## config.mk

```make
export PLATFORM = sky130hd
export DESIGN_NAME = vip_rgb_ycbcr_csc
export DESIGN_NICKNAME = d
export VERILOG_FILES = /design/src/rtl/vip_csc_pkg.sv /design/src/rtl/vip_csc_row.sv /design/src/rtl/vip_rgb_ycbcr_csc.sv
export SDC_FILE = /design/constraint.sdc
export NUM_CORES = 1
export LEC_CHECK = 0
export BUFFER_PORTS_ARGS = -buffer_cell sky130_fd_sc_hd__buf_2
export CAP_MARGIN = 20
export CORE_ASPECT_RATIO = 2
export CORE_MARGIN = 4
export CORE_UTILIZATION = 65
export CTS_CLUSTER_DIAMETER = 150
export DETAILED_ROUTE_END_ITERATION = 8
export GPL_TIMING_DRIVEN = 0
export PLACE_DENSITY_LB_ADDON = 0.3
export REMOVE_ABC_BUFFERS = 1
export SYNTH_ARGS = -nofsm -noshare
export SYNTH_HDL_FRONTEND = slang
export SYNTH_SLANG_ARGS = --single-unit
```

## constraint.sdc

```tcl
create_clock -name clk -period 27.9 [get_ports clk]
set_input_delay 2.79 -clock clk [delete_from_list [all_inputs] [get_ports clk]]
set_output_delay 2.79 -clock clk [all_outputs]
set_load 0.03 [all_outputs]
```

## src/rtl/vip_csc_pkg.sv

```systemverilog
// Shared types and constants for the VIP RGB->YCbCr colour-space converter.
package vip_csc_pkg;

  localparam int unsigned CSC_FRAC = 8;
  localparam int unsigned CSC_LAT  = 4;

  typedef enum logic [1:0] {
    MODE_601  = 2'd0,
    MODE_GRAY = 2'd1,
    MODE_709  = 2'd2,
    MODE_BYP  = 2'd3
  } csc_mode_e;

  typedef logic signed [CSC_FRAC+1:0] coef_t;

  // [standard: 0=BT.601, 1=BT.709][row: Y, Cb, Cr][column: R, G, B], Q.8
  localparam coef_t COEF [2][3][3] = '{
    '{ '{ 10'sd77,   10'sd150,  10'sd29  },
       '{ -10'sd43,  -10'sd85,  10'sd128 },
       '{ 10'sd128,  -10'sd107, -10'sd21 } },
    '{ '{ 10'sd54,   10'sd183,  10'sd18  },
       '{ -10'sd29,  -10'sd99,  10'sd128 },
       '{ 10'sd128,  -10'sd116, -10'sd12 } }
  };

endpackage

```

## src/rtl/vip_csc_row.sv

```systemverilog
// One output component: three signed products, offset/round sum, shift and clamp.
// Three register stages from inputs to y_o.
module vip_csc_row #(
  parameter int DW   = 8,
  parameter int FRAC = 8
) (
  input  logic                   clk,
  input  logic                   rst,
  input  logic [DW-1:0]          r_i,
  input  logic [DW-1:0]          g_i,
  input  logic [DW-1:0]          b_i,
  input  logic signed [FRAC+1:0] c0_i,
  input  logic signed [FRAC+1:0] c1_i,
  input  logic signed [FRAC+1:0] c2_i,
  input  logic                   ofs_en_i,
  output logic [DW-1:0]          y_o
);

  localparam int SW = DW + FRAC + 3;
  localparam logic signed [SW-1:0] RND  = SW'(1) << (FRAC - 1);
  localparam logic signed [SW-1:0] OFS  = SW'(1) << (DW - 1 + FRAC);
  localparam logic signed [SW-1:0] YMAX = SW'((1 << DW) - 1);

  logic signed [DW:0]   rs, gs, bs;
  logic signed [SW-1:0] p0_d, p1_d, p2_d, p0_q, p1_q, p2_q;
  logic signed [SW-1:0] sum_d, sum_q, sh;
  logic [DW-1:0]        y_d, y_q;

  // Products, sum and clamp next-state logic.
  always_comb begin
    rs    = {1'b0, r_i};
    gs    = {1'b0, g_i};
    bs    = {1'b0, b_i};
    p0_d  = SW'(rs) * SW'(c0_i);
    p1_d  = SW'(gs) * SW'(c1_i);
    p2_d  = SW'(bs) * SW'(c2_i);
    sum_d = p0_q + p1_q + p2_q + (ofs_en_i ? OFS : '0) + RND;
    sh    = sum_q >>> FRAC;
    y_d   = sh[DW-1:0];
    if (sh[SW-1])
      y_d = '0;
    else if (sh > YMAX)
      y_d = '1;
  end

  // Three pipeline stages: products, sum, clamped result.
  always_ff @(posedge clk or posedge rst) begin
    if (rst) begin
      p0_q  <= '0;
      p1_q  <= '0;
      p2_q  <= '0;
      sum_q <= '0;
      y_q   <= '0;
    end else begin
      p0_q  <= p0_d;
      p1_q  <= p1_d;
      p2_q  <= p2_d;
      sum_q <= sum_d;
      y_q   <= y_d;
    end
  end

  assign y_o = y_q;

endmodule

```

## src/rtl/vip_rgb_ycbcr_csc.sv

```systemverilog
// RGB->YCbCr converter top: frame-aligned mode shadow, sync delay lines, output mux.
module vip_rgb_ycbcr_csc
  import vip_csc_pkg::*;
#(
  parameter int DW   = 8,
  parameter int FRAC = CSC_FRAC,
  parameter int LAT  = CSC_LAT
) (
  input  logic            clk,
  input  logic            rst,
  input  logic [1:0]      cfg_mode,
  input  logic            per_frame_vsync,
  input  logic            per_frame_href,
  input  logic            per_frame_clken,
  input  logic [3*DW-1:0] per_img_rgb,
  output logic            post_frame_vsync,
  output logic            post_frame_href,
  output logic            post_frame_clken,
  output logic [3*DW-1:0] post_img_data,
  output logic [1:0]      act_mode,
  output logic            mode_pending
);

  logic            vsync_q;
  csc_mode_e       act_d, act_q;
  logic            pend_q;
  logic            std_sel;
  csc_mode_e       m1_q, m2_q, m3_q;
  logic [3*DW-1:0] rgb1_q, rgb2_q, rgb3_q;
  logic [LAT-1:0]  vs_q, hr_q, ce_q;
  logic [DW-1:0]   y_w, cb_w, cr_w;
  logic [3*DW-1:0] data_d, data_q;

  // Mode shadow loads only on a vsync rising edge.
  always_comb begin
    act_d = act_q;
    if (per_frame_vsync && !vsync_q)
      act_d = csc_mode_e'(cfg_mode);
  end

  // Edge-detect register, active mode and pending flag.
  always_ff @(posedge clk or posedge rst) begin
    if (rst) begin
      vsync_q <= 1'b0;
      act_q   <= MODE_601;
      pend_q  <= 1'b0;
    end else begin
      vsync_q <= per_frame_vsync;
      act_q   <= act_d;
      pend_q  <= (cfg_mode != act_d);
    end
  end

  assign std_sel = (act_q == MODE_709);

  vip_csc_row #(.DW(DW), .FRAC(FRAC)) u_row_y (
    .clk(clk), .rst(rst),
    .r_i(per_img_rgb[3*DW-1:2*DW]), .g_i(per_img_rgb[2*DW-1:DW]), .b_i(per_img_rgb[DW-1:0]),
    .c0_i(COEF[std_sel][0][0]), .c1_i(COEF[std_sel][0][1]), .c2_i(COEF[std_sel][0][2]),
    .ofs_en_i(1'b0), .y_o(y_w)
  );

  vip_csc_row #(.DW(DW), .FRAC(FRAC)) u_row_cb (
    .clk(clk), .rst(rst),
    .r_i(per_img_rgb[3*DW-1:2*DW]), .g_i(per_img_rgb[2*DW-1:DW]), .b_i(per_img_rgb[DW-1:0]),
    .c0_i(COEF[std_sel][1][0]), .c1_i(COEF[std_sel][1][1]), .c2_i(COEF[std_sel][1][2]),
    .ofs_en_i(1'b1), .y_o(cb_w)
  );

  vip_csc_row #(.DW(DW), .FRAC(FRAC)) u_row_cr (
    .clk(clk), .rst(rst),
    .r_i(per_img_rgb[3*DW-1:2*DW]), .g_i(per_img_rgb[2*DW-1:DW]), .b_i(per_img_rgb[DW-1:0]),
    .c0_i(COEF[std_sel][2][0]), .c1_i(COEF[std_sel][2][1]), .c2_i(COEF[std_sel][2][2]),
    .ofs_en_i(1'b1), .y_o(cr_w)
  );

  // Output format select and href gating for the final stage.
  always_comb begin
    data_d = '0;
    if (hr_q[LAT-2]) begin
      case (m3_q)
        MODE_601, MODE_709: data_d = {y_w, cb_w, cr_w};
        MODE_GRAY:          data_d = {y_w, y_w, y_w};
        MODE_BYP:           data_d = rgb3_q;
        default:            data_d = '0;
      endcase
    end
  end

  // Mode and raw pixel travel alongside the row pipelines; sync lines shift every clock.
  always_ff @(posedge clk or posedge rst) begin
    if (rst) begin
      m1_q   <= MODE_601;
      m2_q   <= MODE_601;
      m3_q   <= MODE_601;
      rgb1_q <= '0;
      rgb2_q <= '0;
      rgb3_q <= '0;
      vs_q   <= '0;
      hr_q   <= '0;
      ce_q   <= '0;
      data_q <= '0;
    end else begin
      m1_q   <= act_q;
      m2_q   <= m1_q;
      m3_q   <= m2_q;
      rgb1_q <= per_img_rgb;
      rgb2_q <= rgb1_q;
      rgb3_q <= rgb2_q;
      vs_q   <= {vs_q[LAT-2:0], per_frame_vsync};
      hr_q   <= {hr_q[LAT-2:0], per_frame_href};
      ce_q   <= {ce_q[LAT-2:0], per_frame_clken};
      data_q <= data_d;
    end
  end

  assign post_frame_vsync = vs_q[LAT-1];
  assign post_frame_href  = hr_q[LAT-1];
  assign post_frame_clken = ce_q[LAT-1];
  assign post_img_data    = data_q;
  assign act_mode         = act_q;
  assign mode_pending     = pend_q;

endmodule

```

==> reports/results.ini <==
[status]
status=complete, no violations

[placement]
place_congestion=0.906
place_worst_setup_slack_ps=20230
dpl.hpwl_um=43100
port_buffers=60

[cells_and_area]
synthToLayoutAreaGrowth_pct=8.09
num-nets-final=2865
post_route_cells_drive_above_1_share_pct=6.54

[yosys]
synth_area_in_compound_gates_pct=7.84
synth_adder_area_share_pct=39.9
avgSynthCellArea_um2=10.7
yosys_register_bits=296
synth_top_cells_by_area=dfrtp_1 32%, fa_1 21%, ha_1 19%, inv_1 8.1%, xnor2_1 3.1%
synth.area.mux_share_pct=0.0978
synth_area_um2=23000
yosysSeqAreaShare_pct=32.2
synthXorXnorAreaFrac_pct=4.38
synthesized_instance_count=2158
synth_simple_gate_area_share_pct=6.92
synth_top_family_by_area=adder cells
synth.largest_area_cell=dfrtp_1
yosys.cell_count.top_type=inv_1
synth_enable_flop_cells=0
synth_async_sr_flop_share_pct=100
postSynth.topFlopCell=dfrtp_1
top_post_synthesis_cells_by_count=497 x inv_1, 355 x ha_1, 296 x dfrtp_1
ys_warn_count=0
yosys.cell_types.count=59
netlist.area_leader.share_pct=32.2

[timing]
slew_headroom_pct=53.0
worst-slew-pin-transition_ps=706
finalCriticalPeriod_ps=7130
max_freq_mhz=140
skew_ps=19.1
timing_max_transition_violations_final=0
setup_total_negative_slack_ps=0
rsz0062_at_grt=no
setup_viol=0
final_min_period_over_clock_period_pct=25.6
fin_ws_ps=20770
hold_viol_final=0

[grt]
antenna_found_initial=2
grt_max_degree=139
gr-usage-all-layers_pct=28.3
grt_overflow=0
number_of_global_route_vias_before_repair=17300
grt_first_pass_wirelength_um=84900

[routing]
remaining_drc_errors=0
drtAntennaViolNets=0
wl_per_cell_um=19.0
finalWirelength_um=51600
drt-initial-drc-count=693
routed_via_density=5.55
first_pass_iters=5
dr_total_vias=15000

[critical_path]
critical_path_arrival_ps=7610
path_class=in -> reg
crit_fanout=12
worst_ep_required_time_ps=28380
critPathLaunchType=input port
critical_path.endpoint_type=flip-flop
timing.critical_path.slowest_cell_delay_ps=730
critical-path-top-delay-family=adder cells
worstPathCellList=buf_2, fa_1, inv_1, fa_1, inv_1, fa_1, inv_1, fa_1, inv_1, ha_1, o21ai_0, a21boi_0, nor2b_1, a31oi_1, o21ai_0, o41ai_1, xnor2_1
timing.critical_path.slowest_stage_cell=fa_1
critical_path_buf_inv_count=5

[clocking]
clk_root_buffer_cell=clkbuf_16
tritoncts=yes
htree_num_levels=1
tritoncts_num_sinks=296
total_clock_buffers_created_by_cts=26
cts-hold-fix-buffers=0
postCtsSetupBuffers=0
post_cts_resized=0
clkSlewWorstSetupHoldPaths_ps=70
clkLatencyLatePin_ps=560
cts_buffer_depth=3

[die]
chipHeight_um=274
rows=97
die-area_um2=38700
floorplan.initialDensity_pct=65.9
core_area_um2=35000
chipWidth_um=141
io_pins=61

[min_path]
worstHoldPathType=reg -> reg

[flow_run]
max_cap_violations=0

cells in the final DEF, fill, tap and decap left out, types with 15 or more instances in the layout:
master     count
and2_1        20
buf_2         60
ha_1         355
nor2_1       117
conb_1        25
nor2b_1       21
fa_1         237
clkbuf_16     26
nand3_1       22
or2_2         15
nor3_1        20
inv_1        496
nand2_1       77
o21ai_0       62
dfrtp_1      296
a21oi_1      102
a21o_1        31
xnor2_1       81
xor2_1        34
layer usage:
| metal | part of all wire [%] | vias to the layer above | track usage, % |
|---|---|---|---|
| li1 | - | 6947 | - |
| met1 | 32 | 7507 | 27.6 |
| met2 | 56 | 380 | 54.0 |
| met3 | 3.4 | 200 | 2.83 |
| met4 | 8.8 | 0 | 20.5 |
| met5 | 0 | - | 0 |
worst paths after layout:
kind                           startpoint                end  slack [ps]  depth (start not counted)
max in group asynchronous             rst         rgb2_q[15]       24180                          4
setup reg to reg              act_mode[0]   u_row_y.p0_q[15]       22480                         19
setup / recovery           per_img_rgb[8]  u_row_cb.p1_q[17]       20770                         17
hold reg to reg                 rgb2_q[2]          rgb3_q[2]         340                          0
min in group asynchronous             rst            vs_q[2]        2270                          2
hold / removal                  rgb2_q[2]          rgb3_q[2]         340                          0
kinds of logic (layout without fill, tap and decap cells):
logic type | Yosys count | in the layout
muxes | 2 | 2
and+or+nand+nor | 338 | 338
adders and majority gates | 592 | 592
other | 2 | 26
AOI/OAI and AO/OA | 283 | 283
xor gates and xnor gates | 115 | 115
DFF | 296 | 296
buffers and inverters | 530 | 611
worst reg2reg max path, stage by stage (launching register included):
cell,delay (ps)
dfrtp_1,440
nand2b_1,320
buf_8,250
and2_1,270
nand2b_1,210
ha_1,290
inv_1,50
fa_1,480
inv_1,60
fa_1,540
inv_1,60
fa_1,530
inv_1,40
ha_1,340
or3_1,350
o21ai_0,120
nor3_1,100
a2111oi_2,530
a21oi_1,170
xnor2_1,160
area by class of cell:
class,count,area [µm²]
Sequential cell,296,7410
Multi-Input combinational cell,1355,13700
Clock buffer,32,703
Tap cell,445,557
Timing Repair Buffer,66,440
Fill cell,2543,10100
Clock inverter,16,188
Antenna cell,1,2.50
Inverter,497,1870
registers in the layout, indices dropped and copies added (netlist names), 14 cells and up:
| name | flops |
|---|---|
| post_img_data | 24 |
| rgb2_q | 24 |
| rgb3_q | 24 |
| u_row_cb.p1_q | 19 |
| u_row_cr.p1_q | 19 |
| u_row_cr.p2_q | 19 |
| u_row_cb.p0_q | 18 |
| u_row_y.p0_q | 17 |
| u_row_y.p1_q | 17 |
| u_row_y.p2_q | 14 |
per-stage QoR:
step | instances | area (µm²) | hold slack (ps) | utilization (%)
after floorplan | 2148 | 23000 | 331 | -
after global placement | 2653 | 23800 | 332 | 68.2
after detailed placement | 2657 | 23900 | 335 | 68.5
after CTS | 2705 | 24800 | 348 | 71.0
after global routing | 2707 | 24900 | 355 | 71.2
final | 2708 | 24900 | 344 | 71.2
Power is left out: the tool's default activity adds up to more than one toggle a clock period on the data nets, which glitch-free logic cannot reach.
